[src/rtl/div23_seq_ctrl.sv]
// Sequential constant-divisor controller: walks the dividend MSB-first in CHUNK-bit
// digits, one remainder step per clock, with valid/ready handshakes on both sides.
module div23_seq_ctrl #(
    parameter int W       = 32,
    parameter int CHUNK   = 3,
    parameter int DIVISOR = 23,
    parameter int REM_W   = 5
) (
    input  logic             clk,
    input  logic             rst_n,
    input  logic             in_valid,
    output logic             in_ready,
    input  logic [W-1:0]     in_dividend,
    output logic             out_valid,
    input  logic             out_ready,
    output logic [W-1:0]     out_quotient,
    output logic [REM_W-1:0] out_remainder,
    output logic             busy
);

    localparam int STEPS = (W + CHUNK - 1) / CHUNK;
    localparam int SH_W  = STEPS * CHUNK;
    localparam int V_W   = REM_W + CHUNK;
    localparam int CNT_W = (STEPS > 1) ? $clog2(STEPS) : 1;

    localparam logic [CNT_W-1:0] LAST_STEP = CNT_W'(STEPS - 1);
    localparam logic [V_W-1:0]   DIV_V     = V_W'(DIVISOR);

    typedef enum logic [1:0] {
        IDLE = 2'd0,
        RUN  = 2'd1,
        DONE = 2'd2
    } state_t;

    state_t           state_q;
    logic [CNT_W-1:0] cnt_q;
    logic [SH_W-1:0]  shift_q;
    logic [REM_W-1:0] rem_q;
    logic [W-1:0]     quo_q;
    logic             in_ready_q;
    logic             out_valid_q;
    logic             busy_q;

    logic [CHUNK-1:0] digit;
    logic [V_W-1:0]   v;
    logic [CHUNK-1:0] qdigit_d;
    logic [REM_W-1:0] rem_d;
    logic [SH_W-1:0]  shift_d;
    logic [W-1:0]     quo_d;

    // One remainder step; with a constant divisor this folds into small lookup tables.
    assign digit    = shift_q[SH_W-1 -: CHUNK];
    assign v        = {rem_q, digit};
    assign qdigit_d = CHUNK'(v / DIV_V);
    assign rem_d    = REM_W'(v % DIV_V);
    assign shift_d  = {shift_q[SH_W-CHUNK-1:0], {CHUNK{1'b0}}};
    // Quotient bits above W are always zero (padding digits), so they are not stored.
    assign quo_d    = {quo_q[W-CHUNK-1:0], qdigit_d};

    always_ff @(posedge clk or negedge rst_n) begin
        if (!rst_n) begin
            state_q     <= IDLE;
            cnt_q       <= '0;
            shift_q     <= '0;
            rem_q       <= '0;
            quo_q       <= '0;
            in_ready_q  <= 1'b1;
            out_valid_q <= 1'b0;
            busy_q      <= 1'b0;
        end else begin
            case (state_q)
                IDLE: begin
                    if (in_valid) begin
                        shift_q    <= SH_W'(in_dividend);
                        rem_q      <= '0;
                        quo_q      <= '0;
                        cnt_q      <= '0;
                        state_q    <= RUN;
                        in_ready_q <= 1'b0;
                        busy_q     <= 1'b1;
                    end
                end
                RUN: begin
                    shift_q <= shift_d;
                    rem_q   <= rem_d;
                    quo_q   <= quo_d;
                    cnt_q   <= cnt_q + 1'b1;
                    if (cnt_q == LAST_STEP) begin
                        state_q     <= DONE;
                        out_valid_q <= 1'b1;
                    end
                end
                DONE: begin
                    if (out_ready) begin
                        state_q     <= IDLE;
                        out_valid_q <= 1'b0;
                        in_ready_q  <= 1'b1;
                        busy_q      <= 1'b0;
                    end
                end
                default: begin
                    state_q     <= IDLE;
                    out_valid_q <= 1'b0;
                    in_ready_q  <= 1'b1;
                    busy_q      <= 1'b0;
                end
            endcase
        end
    end

    assign in_ready      = in_ready_q;
    assign out_valid     = out_valid_q;
    assign busy          = busy_q;
    assign out_quotient  = quo_q;
    assign out_remainder = rem_q;

endmodule

[config.mk]
export PLATFORM = sky130hd
export DESIGN_NAME = div23_seq_ctrl
export DESIGN_NICKNAME = d
export VERILOG_FILES = /design/src/rtl/div23_seq_ctrl.sv
export SDC_FILE = /design/constraint.sdc
export NUM_CORES = 1
export LEC_CHECK = 0
export BUFFER_PORTS_ARGS = -buffer_cell sky130_fd_sc_hd__buf_2
export CORE_MARGIN = 1.5
export CORE_UTILIZATION = 50
export CTS_CLUSTER_SIZE = 28
export DETAILED_ROUTE_END_ITERATION = 16
export PLACE_DENSITY = 0.82
export RECOVER_POWER = 50
export REMOVE_ABC_BUFFERS = 1
export SYNTH_ARGS = -nofsm -noshare
export SYNTH_HDL_FRONTEND = slang
export SYNTH_SLANG_ARGS = --single-unit
[constraint.sdc]
create_clock -name clk -period 4.4 [get_ports clk]
set_input_delay 0.22 -clock clk [delete_from_list [all_inputs] [get_ports clk]]
set_output_delay 0.22 -clock clk [all_outputs]
set_load 0.05 [all_outputs]
* After elaboration in Yosys (flattened, before gate mapping) *
Cells that the tools add are included.

storage, ports and cells
  ROM bits = 0
  word-level logic and storage cells = 45
  output and inout bits = 40
  bits in latches = 0
  RAM bits = 0
  register bits = 79
  input port bits = 36
  memories kept = 0

cells by class
  $mul = 0
  $add $sub $neg = 1
  shift operators = 0
  bitwise logic cells = 2
  magnitude comparators = 0
  reductions and logical operators = 6
  eq/ne operators = 6
  mux-type cells = 20
  div/mod/pow operators = 2

operators with widths
  operator             count
  $pmux 33 s2          1
  $pmux 32 s2          1
  $mux 33              1
  $mux 32              1
  $pmux 5 s2           1
  $pmux 1 s3           3
  $reduce_and 3->1     3
  $div 8x5->8 const B  1
  $mod 8x5->8 const B  1
  $pmux 4 s2           1
  $mux 2               3
  $ne 2x2->1 const B   3
  $pmux 2 s3           1
  $mux 1               5
  $mux 5               1
  $add 4x1->4 const B  1
  $eq 4x4->1 const B   1
  $mux 4               1
  $eq 2x1->1 const B   1
  $eq 2x2->1 const B   1
  $logic_not 2->1      1
  $not 1->1            2
  $reduce_and 2->1     1
  $reduce_bool 2->1    1

* Logic depth before layout (Yosys ltp) *
Gate-level depths: netlist of the first run.

  depth in word-level cells = 3
  mapped depth = 14
  gate-level depth less buffers = 13

* Worst setup path after synthesis of the first run *
Ideal clock, no wire load.

  kind = register to register
  start point = register rem_q[3] (netlist: out_remainder[3])
  end point = register rem_q[1] (netlist: out_remainder[1])
  buffers on the path = 1
  arrival time = 3086 ps
  data required time = 4325 ps
  library setup time = 75 ps
  path slack = 1239 ps
  cell stages (with the launch flop) = 15
  period minus slack after synthesis = 3161 ps
  path through = dfrtp_1 buf_6 a31o_2 a21boi_0 o22ai_2 ha_1 o221ai_2 a21oi_2 a311oi_4 xnor2_1 ha_1 o211a_4 nor2_2 mux2_4 o21ai_2

on the way
  longest elaborated chain between the ends = 2

ends and longest elaborated chain
  what                    RTL line  text
  from (decl)             38        logic [REM_W-1:0] rem_q;
  from (signal assigned)  85        rem_q <= rem_d;
  $mod 8x5->8             55        assign rem_d = REM_W'(v % DIV_V);
  $pmux 5 s2              71        case (state_q)

No other way between the ends.
A chain may end at the register's enable or synchronous reset.

* Worst setup path after layout of the first run *
Ends and elaborated chain as after synthesis.

==> results by group, run 1 <==
Run status
  – Status: finished, violations left
  – Failing checks: capacitance limit, slew limit

STA
  – Max_slew headroom: -0.2569
  – Worst setup margin: 1.018 ns
  – Final hold viol count: 0
  – Pins Over Slew Limit: 80
  – Setup-failing EPs final: 0
  – Setup TNS: 0 ns
  – RSZ-0062 raised after global routing: no
  – Clock Skews: 0.01083 ns
  – Hold slack: 0.1054 ns
  – Max Clk Rate: 295.7 MHz
  – Minimum clock period: 3.382 ns
  – Period utilization: 0.7686
  – Worst-margin pin slew: 1.885 ns

Route
  – Vias/cell: 5.867
  – Initial DRC Count: 233
  – Drt pass-1 iters: 4
  – Avg WL per Cell: 15.70 µm
  – Routed via count: 3127
  – Routed Wire Length: 8367 µm
  – Drc violations: 0
  – ANT nets after route: 0

Die
  – Die area: 8240 µm²
  – Core region area: 7370 µm²
  – Initial core utilization: 0.5228
  – # rows: 31
  – Die width: 90.78 µm
  – I/O pins: 76
  – Die H: 90.78 µm

Final layout
  – P&R area growth vs syn: 13.51%
  – FILL cells: 639
  – Nets: 471
  – Fin area: 4373 µm²
  – Number of diodes: 0
  – Layout cells sized above 1: 0.2189
  – Post-Layout Cell Count: 533
  – Most frequent cells in the layout: dfrtp_1 (78), buf_2 (54), nand2_1 (42)
  – Most common cell after layout, fill and taps aside: dfrtp_1

Synth
  – Asr flop ratio synth: 1.000
  – Adder-cell share of the synthesized area: 0.01299
  – Synth unique cells: 60
  – Dominant cells by area after synthesis: dfrtp_1 (51%), a22o_1 (8.4%), a22oi_1 (5.8%)
  – Synth Area in Simple Gates: 0.1059
  – Post-synthesis mux area share: 0.009094
  – Seq/Total Area, Yosys: 0.5135
  – Synth Cell Area: 3852 µm²
  – Synth Area in XOR/XNOR: 0.006496
  – Top cell type's share of synthesized area: 0.5067
  – Largest family of logic cells by synthesized area: compound AO/OA/AOI/OAI gates
  – Ys Warns: 0
  – Synth Register Bits: 79
  – Synth area leader: dfrtp_1
  – Synth Flop Type: dfrtp_1
  – Compound-gate portion of the synthesized area: 0.3059
  – Syn Area/Cell: 10.38 µm²
  – Post-Synthesis Cells: 371
  – Number of synthesized flops with an enable pin: 0

Placement
  – RePlAce Congestion: 0.8329
  – IO Port Bufs: 75
  – Inst Count DP: 519
  – Place WS: 1.071 ns
  – Post-DP Area: 4249 µm²
  – Detailed Place HPWL: 5480 µm

Flow run
  – Max Cap Viol: 1

Worst setup path
  – Worst Path Buf+Inv: 0
  – CP Class: register to register
  – Crit path max fanout: 18
  – CP Capture Type: register
  – CP most frequent cell: ha_1
  – Worst-path cell chain: o21a_1 > a21boi_0 > o22ai_2 > ha_1 > o221ai_2 > a21oi_2 > a311oi_4 > xnor2_1 > ha_1 > o211a_4 > nor2_2 > mux2_4 > o21ai_2
  – Crit-path slowest cell: dfrtp_1
  – Worst EP required: 4.66 ns
  – WP data arrival: 3.64 ns
  – Top delay family on crit path: compound AO/OA/AOI/OAI gates
  – Setup crit start kind: register
  – Crit path largest cell delay: 0.70 ns

Clock network
  – Num CTS Buffers: 9
  – Post-CTS setup buffer count: 0
  – Worst-path clk slew: 0.08 ns
  – Post-cts resize count: 0
  – Cts-stage hold buffer count: 0
  – CTS Buffer Depth: 2
  – Root Driver: clkbuf_8
  – Clock H-tree levels: 3
  – CTS tree: built
  – Clock latency on the worst-skew pair: 0.33 ns
  – Clock sink count: 79

Global route
  – Pin count of the biggest net entering global routing: 80
  – Gr usage total: 0.2034
  – First-pass GRT wire length: 13860 µm
  – Initial antenna violation count: 0
  – Number of global-route vias before repair: 3052
  – GR Overflow Total: 0

Pwr
  – Worst vdd ir: 0.3386 mV
  – Pwr/cell area: 854.9 nW/µm²
  – Pleak: 1.994 nW

Worst hold path
  – Hold crit path type: input port to register
[report_power, final]
| group | leakage (nW) | switching [W] | internal (W) |
|---|---|---|---|
| clock | 0.0805 | 0.000242 | 0.000194 |
| combinational | 0.889 | 0.00133 | 0.000697 |
| sequential | 1.02 | 0.000275 | 0.000999 |
| total | 1.99 | 0.00185 | 0.00189 |
[registers in the layout, indices dropped and copies added, names as in the netlist]
name           cells
shift_q           33
out_quotient      32
out_remainder      5
cnt_q              4
state_q            2
busy               1
in_ready           1
out_valid          1
[through the flow]
stage / util / total power (W)
floorplan: - / 0.002831
global placement: 0.5766 / 0.003245
detailed placement: 0.5766 / 0.003318
CTS: 0.5971 / 0.003761
global route: 0.5934 / 0.003977
finish: 0.5934 / 0.003738
[cells in the mapped netlist, types with 2 or more instances]
cell type	n
a22o_1	37
nand2b_1	4
dfrtp_1	78
buf_4	3
o21bai_1	2
o21ai_0	40
a211oi_1	2
clkbuf_1	19
nand3_1	4
a21o_1	4
buf_6	2
a22oi_1	30
nor2_1	14
nor2b_1	7
mux2i_1	2
a21oi_1	14
ha_1	4
o22ai_1	3
a32o_1	2
o21a_1	5
o21ai_1	5
nand2_1	42
buf_1	4
inv_1	7
nor2_2	2
[routing by layer]
metal,track usage,share of wire,routed length (µm),vias up
met5,0,0,0,-
met4,0.04297,0.0045,38,0
met3,0.05640,0.058,485,4
met2,0.3521,0.48,4032,103
met1,0.2537,0.46,3810,1533
li1,-,-,-,1487
[final timing paths]
path                            slack [ns]             start               end  cells after the start
max in group asynchronous             2.90             rst_n       shift_q[29]                      1
worst min register to register        0.49       shift_q[17]       shift_q[17]                      2
min in group asynchronous             0.41             rst_n  out_quotient[28]                      1
worst max-delay path                  1.02  out_remainder[3]  out_remainder[1]                     13
worst min-delay path                  0.11    in_dividend[2]        shift_q[2]                      2
worst max register to register        1.02  out_remainder[3]  out_remainder[1]                     13
[cells by family (layout without fill, tap and decap cells)]
logic type	count (synthesis)	in the layout
xor+xnor	2	2
mux	3	3
fa+ha+maj	4	4
flops	79	79
buf+inv	37	100
compound gates	161	161
simple gates	85	85
[area by class of cell]
type	count	area [µm²]	area share
flip-flops and latches	79	1978	0.4524
clock buffers	9	123.9	0.02833
well taps	99	123.9	0.02833
inverters	7	26.28	0.006009
multi-input cells	255	1713	0.3917
clock inverters	5	27.53	0.006295
repair buffers	79	380.4	0.08698
No activity file was read; power rests on OpenSTA's default activity.
==> inputs of run 2 (changes only) <==
==> constraint.sdc (replaced) <==
create_clock -name clk -period 3.4 [get_ports clk]
set_input_delay 0.17 -clock clk [delete_from_list [all_inputs] [get_ports clk]]
set_output_delay 0.17 -clock clk [all_outputs]
set_load 0.05 [all_outputs]
==> run 2 against run 1 <==
  * The run still ends with capacitance limit, slew limit left
  * First-iteration DRC count down 9.0%
  * Clock skew decreased by 0.0065 ns
  * Critical path depth stayed put
  * Final cell count grew 1.5%
  * Final area is 2.7% higher
  * Combinational power is 35% higher
  * Worst setup slack got worse by 0.84 ns
  * Sequential cell count did not move
  * Register-to-register slack lost 0.84 ns
  * Maximum frequency is 5.0% higher
  * Largest cell class unchanged
  * Largest power group unchanged
==> results by group, run 2 (synthesized netlist as in run 1, its figures left out) <==
Run status
  – Status: finished, violations left
  – Failing checks: capacitance limit, slew limit

Die
  – I/O pins: 76
  – Die H: 90.78 µm
  – Core region area: 7370 µm²
  – Die area: 8240 µm²
  – Initial core utilization: 0.5228
  – Die width: 90.78 µm
  – # rows: 31

Final layout
  – Number of flip-flops in the largest register: 33
  – Number of diodes: 0
  – Most common cell after layout, fill and taps aside: dfrtp_1
  – Fin area: 4492 µm²
  – Post-Layout Cell Count: 541
  – FILL cells: 626
  – Top reg by flops: shift_q
  – Multi-input logic area: 1713 µm²
  – Layout Utilization: 0.6095
  – Most frequent cells in the layout: dfrtp_1 (73), buf_2 (54), nand2_1 (42)
  – Nets: 478
  – P&R area growth vs syn: 16.60%
  – Register area: 1984 µm²
  – Layout cells sized above 1: 0.2421

Worst setup path
  – Worst r2r dst: out_remainder[0]
  – CP Class: register to register
  – Worst-path cell chain: nor3b_2 > a211oi_2 > o22ai_2 > ha_1 > o221ai_2 > a21oi_2 > a311oi_4 > xnor2_1 > ha_1 > o211a_4 > o21ai_1 > nand3_1 > a32o_1
  – Crit path largest cell delay: 0.51 ns
  – CP Capture Type: register
  – Cell count of the worst reg-to-reg path: 13
  – Reg2Reg Setup Slack: 0.18 ns
  – CP most frequent cell: ha_1
  – Crit path max fanout: 14
  – Crit-path slowest cell: dfrtp_2
  – Worst reg2reg startpoint: out_remainder[4]
  – Worst EP required: 3.62 ns
  – Setup crit start kind: register
  – WP data arrival: 3.45 ns

Route
  – Vias/cell: 5.921
  – Routed via count: 3203
  – Drc violations: 0
  – ANT nets after route: 0
  – Routed Wire Length: 8409 µm
  – Drt pass-1 iters: 6
  – Initial DRC Count: 212
  – Avg WL per Cell: 15.54 µm

Clock network
  – Root Driver: clkbuf_8
  – Clock latency on the worst-skew pair: 0.34 ns
  – Worst-path clk slew: 0.08 ns
  – Clock H-tree levels: 3
  – CTS tree: built
  – CTS Buffer Depth: 2
  – Num CTS Buffers: 9
  – Clock sink count: 79

STA
  – Setup-failing EPs final: 0
  – Max_slew headroom: -0.2656
  – Minimum clock period: 3.222 ns
  – Worst-margin pin slew: 1.898 ns
  – RSZ-0062 raised after global routing: no
  – Worst setup margin: 0.1776 ns
  – Final hold viol count: 0
  – Clock Skews: 0.004367 ns
  – Period utilization: 0.9478
  – Setup TNS: 0 ns
  – Pins Over Slew Limit: 80
  – Max Clk Rate: 310.3 MHz

Placement
  – Inst Count DP: 520
  – IO Port Bufs: 75
  – Detailed Place HPWL: 5415 µm
  – Post-DP Area: 4257 µm²
  – RePlAce Congestion: 0.8389
  – Place WS: 0.03995 ns

Global route
  – Number of global-route vias before repair: 3068
  – Gr usage total: 0.2125
  – Pin count of the biggest net entering global routing: 80
  – Initial antenna violation count: 0
  – First-pass GRT wire length: 14280 µm
  – GR Overflow Total: 0

Pwr
  – Pleak: 2.051 nW
  – Worst vdd ir: 0.4772 mV
  – Pwr/cell area: 1141 nW/µm²

Worst hold path
  – Hold_sp: in_dividend[2]
  – Hold endpoint: shift_q[2]
  – Hold crit path type: input port to register
  – Worst hold path depth: 2

Flow run
  – Max Cap Viol: 1
-- run 2: cell count changes in the layout (fill, tap and decap cells not counted), sizes merged --
cell and delta:
buf +7, clkbuf +2, clkinv -2, clkinvlp -1, bufinv +2
-- run 2: stage by stage --
| step | total power (W) | hold WS, ns |
|---|---|---|
| CTS | 0.005066 | 0.02351 |
| finish | 0.005125 | 0.04430 |
| global placement | 0.004207 | 0.3780 |
| global route | 0.005473 | 0.03716 |
| detailed placement | 0.004307 | 0.3909 |
| floorplan | 0.003663 | -0.1256 |
-- run 2: report_power, final --
group	switching, W	internal, W
sequential	0.000334	0.00130
clock	0.000316	0.000427
combinational	0.00178	0.000971
-- run 2: timing repair --
item                       4_1_cts  5_1_grt
setup endpoints to repair        0        6
resized for setup                0        6
hold buffers                     0        0
setup buffers                    0        6
-- run 2: worst max path at each step --
stage	startpoint	to	slack (ns)	depth (start not counted)
CTS	out_remainder[3]	out_remainder[1]	0.02	13
global route	out_remainder[2]	out_remainder[0]	0.02	13
finish	out_remainder[4]	out_remainder[0]	0.18	13
global placement	out_remainder[3]	out_remainder[1]	0.26	13
detailed placement	out_remainder[3]	out_remainder[1]	0.04	13
floorplan	state_q[0]	out_remainder[1]	-0.44	4
-- run 2: final cells by class --
cell class,instances,share of cell area
tap,99,0.02758
clock inverter,4,0.01560
timing repair buffer,86,0.09638
inverter,7,0.005850
clock buffer,11,0.03148
multi-input combinational,255,0.3813
sequential,79,0.4418
-- run 2: critical path: cells and delay by family, from the launching register on --
family	cells	cell delay (ns)
AO/OA/AOI/OAI	8	1.62
adder cells (fa/ha/maj)	2	0.50
AND/OR/NAND/NOR	2	0.31
XOR/XNOR	1	0.17
flip-flops	1	0.51
-- run 2: routing by layer --
metal | part of all wire | vias to the layer above | routed length (µm) | GRT usage
met4 | 0.015 | 0 | 127 | 0.06510
met1 | 0.45 | 1565 | 3759 | 0.2773
met3 | 0.065 | 15 | 546 | 0.06902
met5 | 0 | - | 0 | 0
met2 | 0.47 | 119 | 3976 | 0.3371
li1 | - | 1504 | - | -
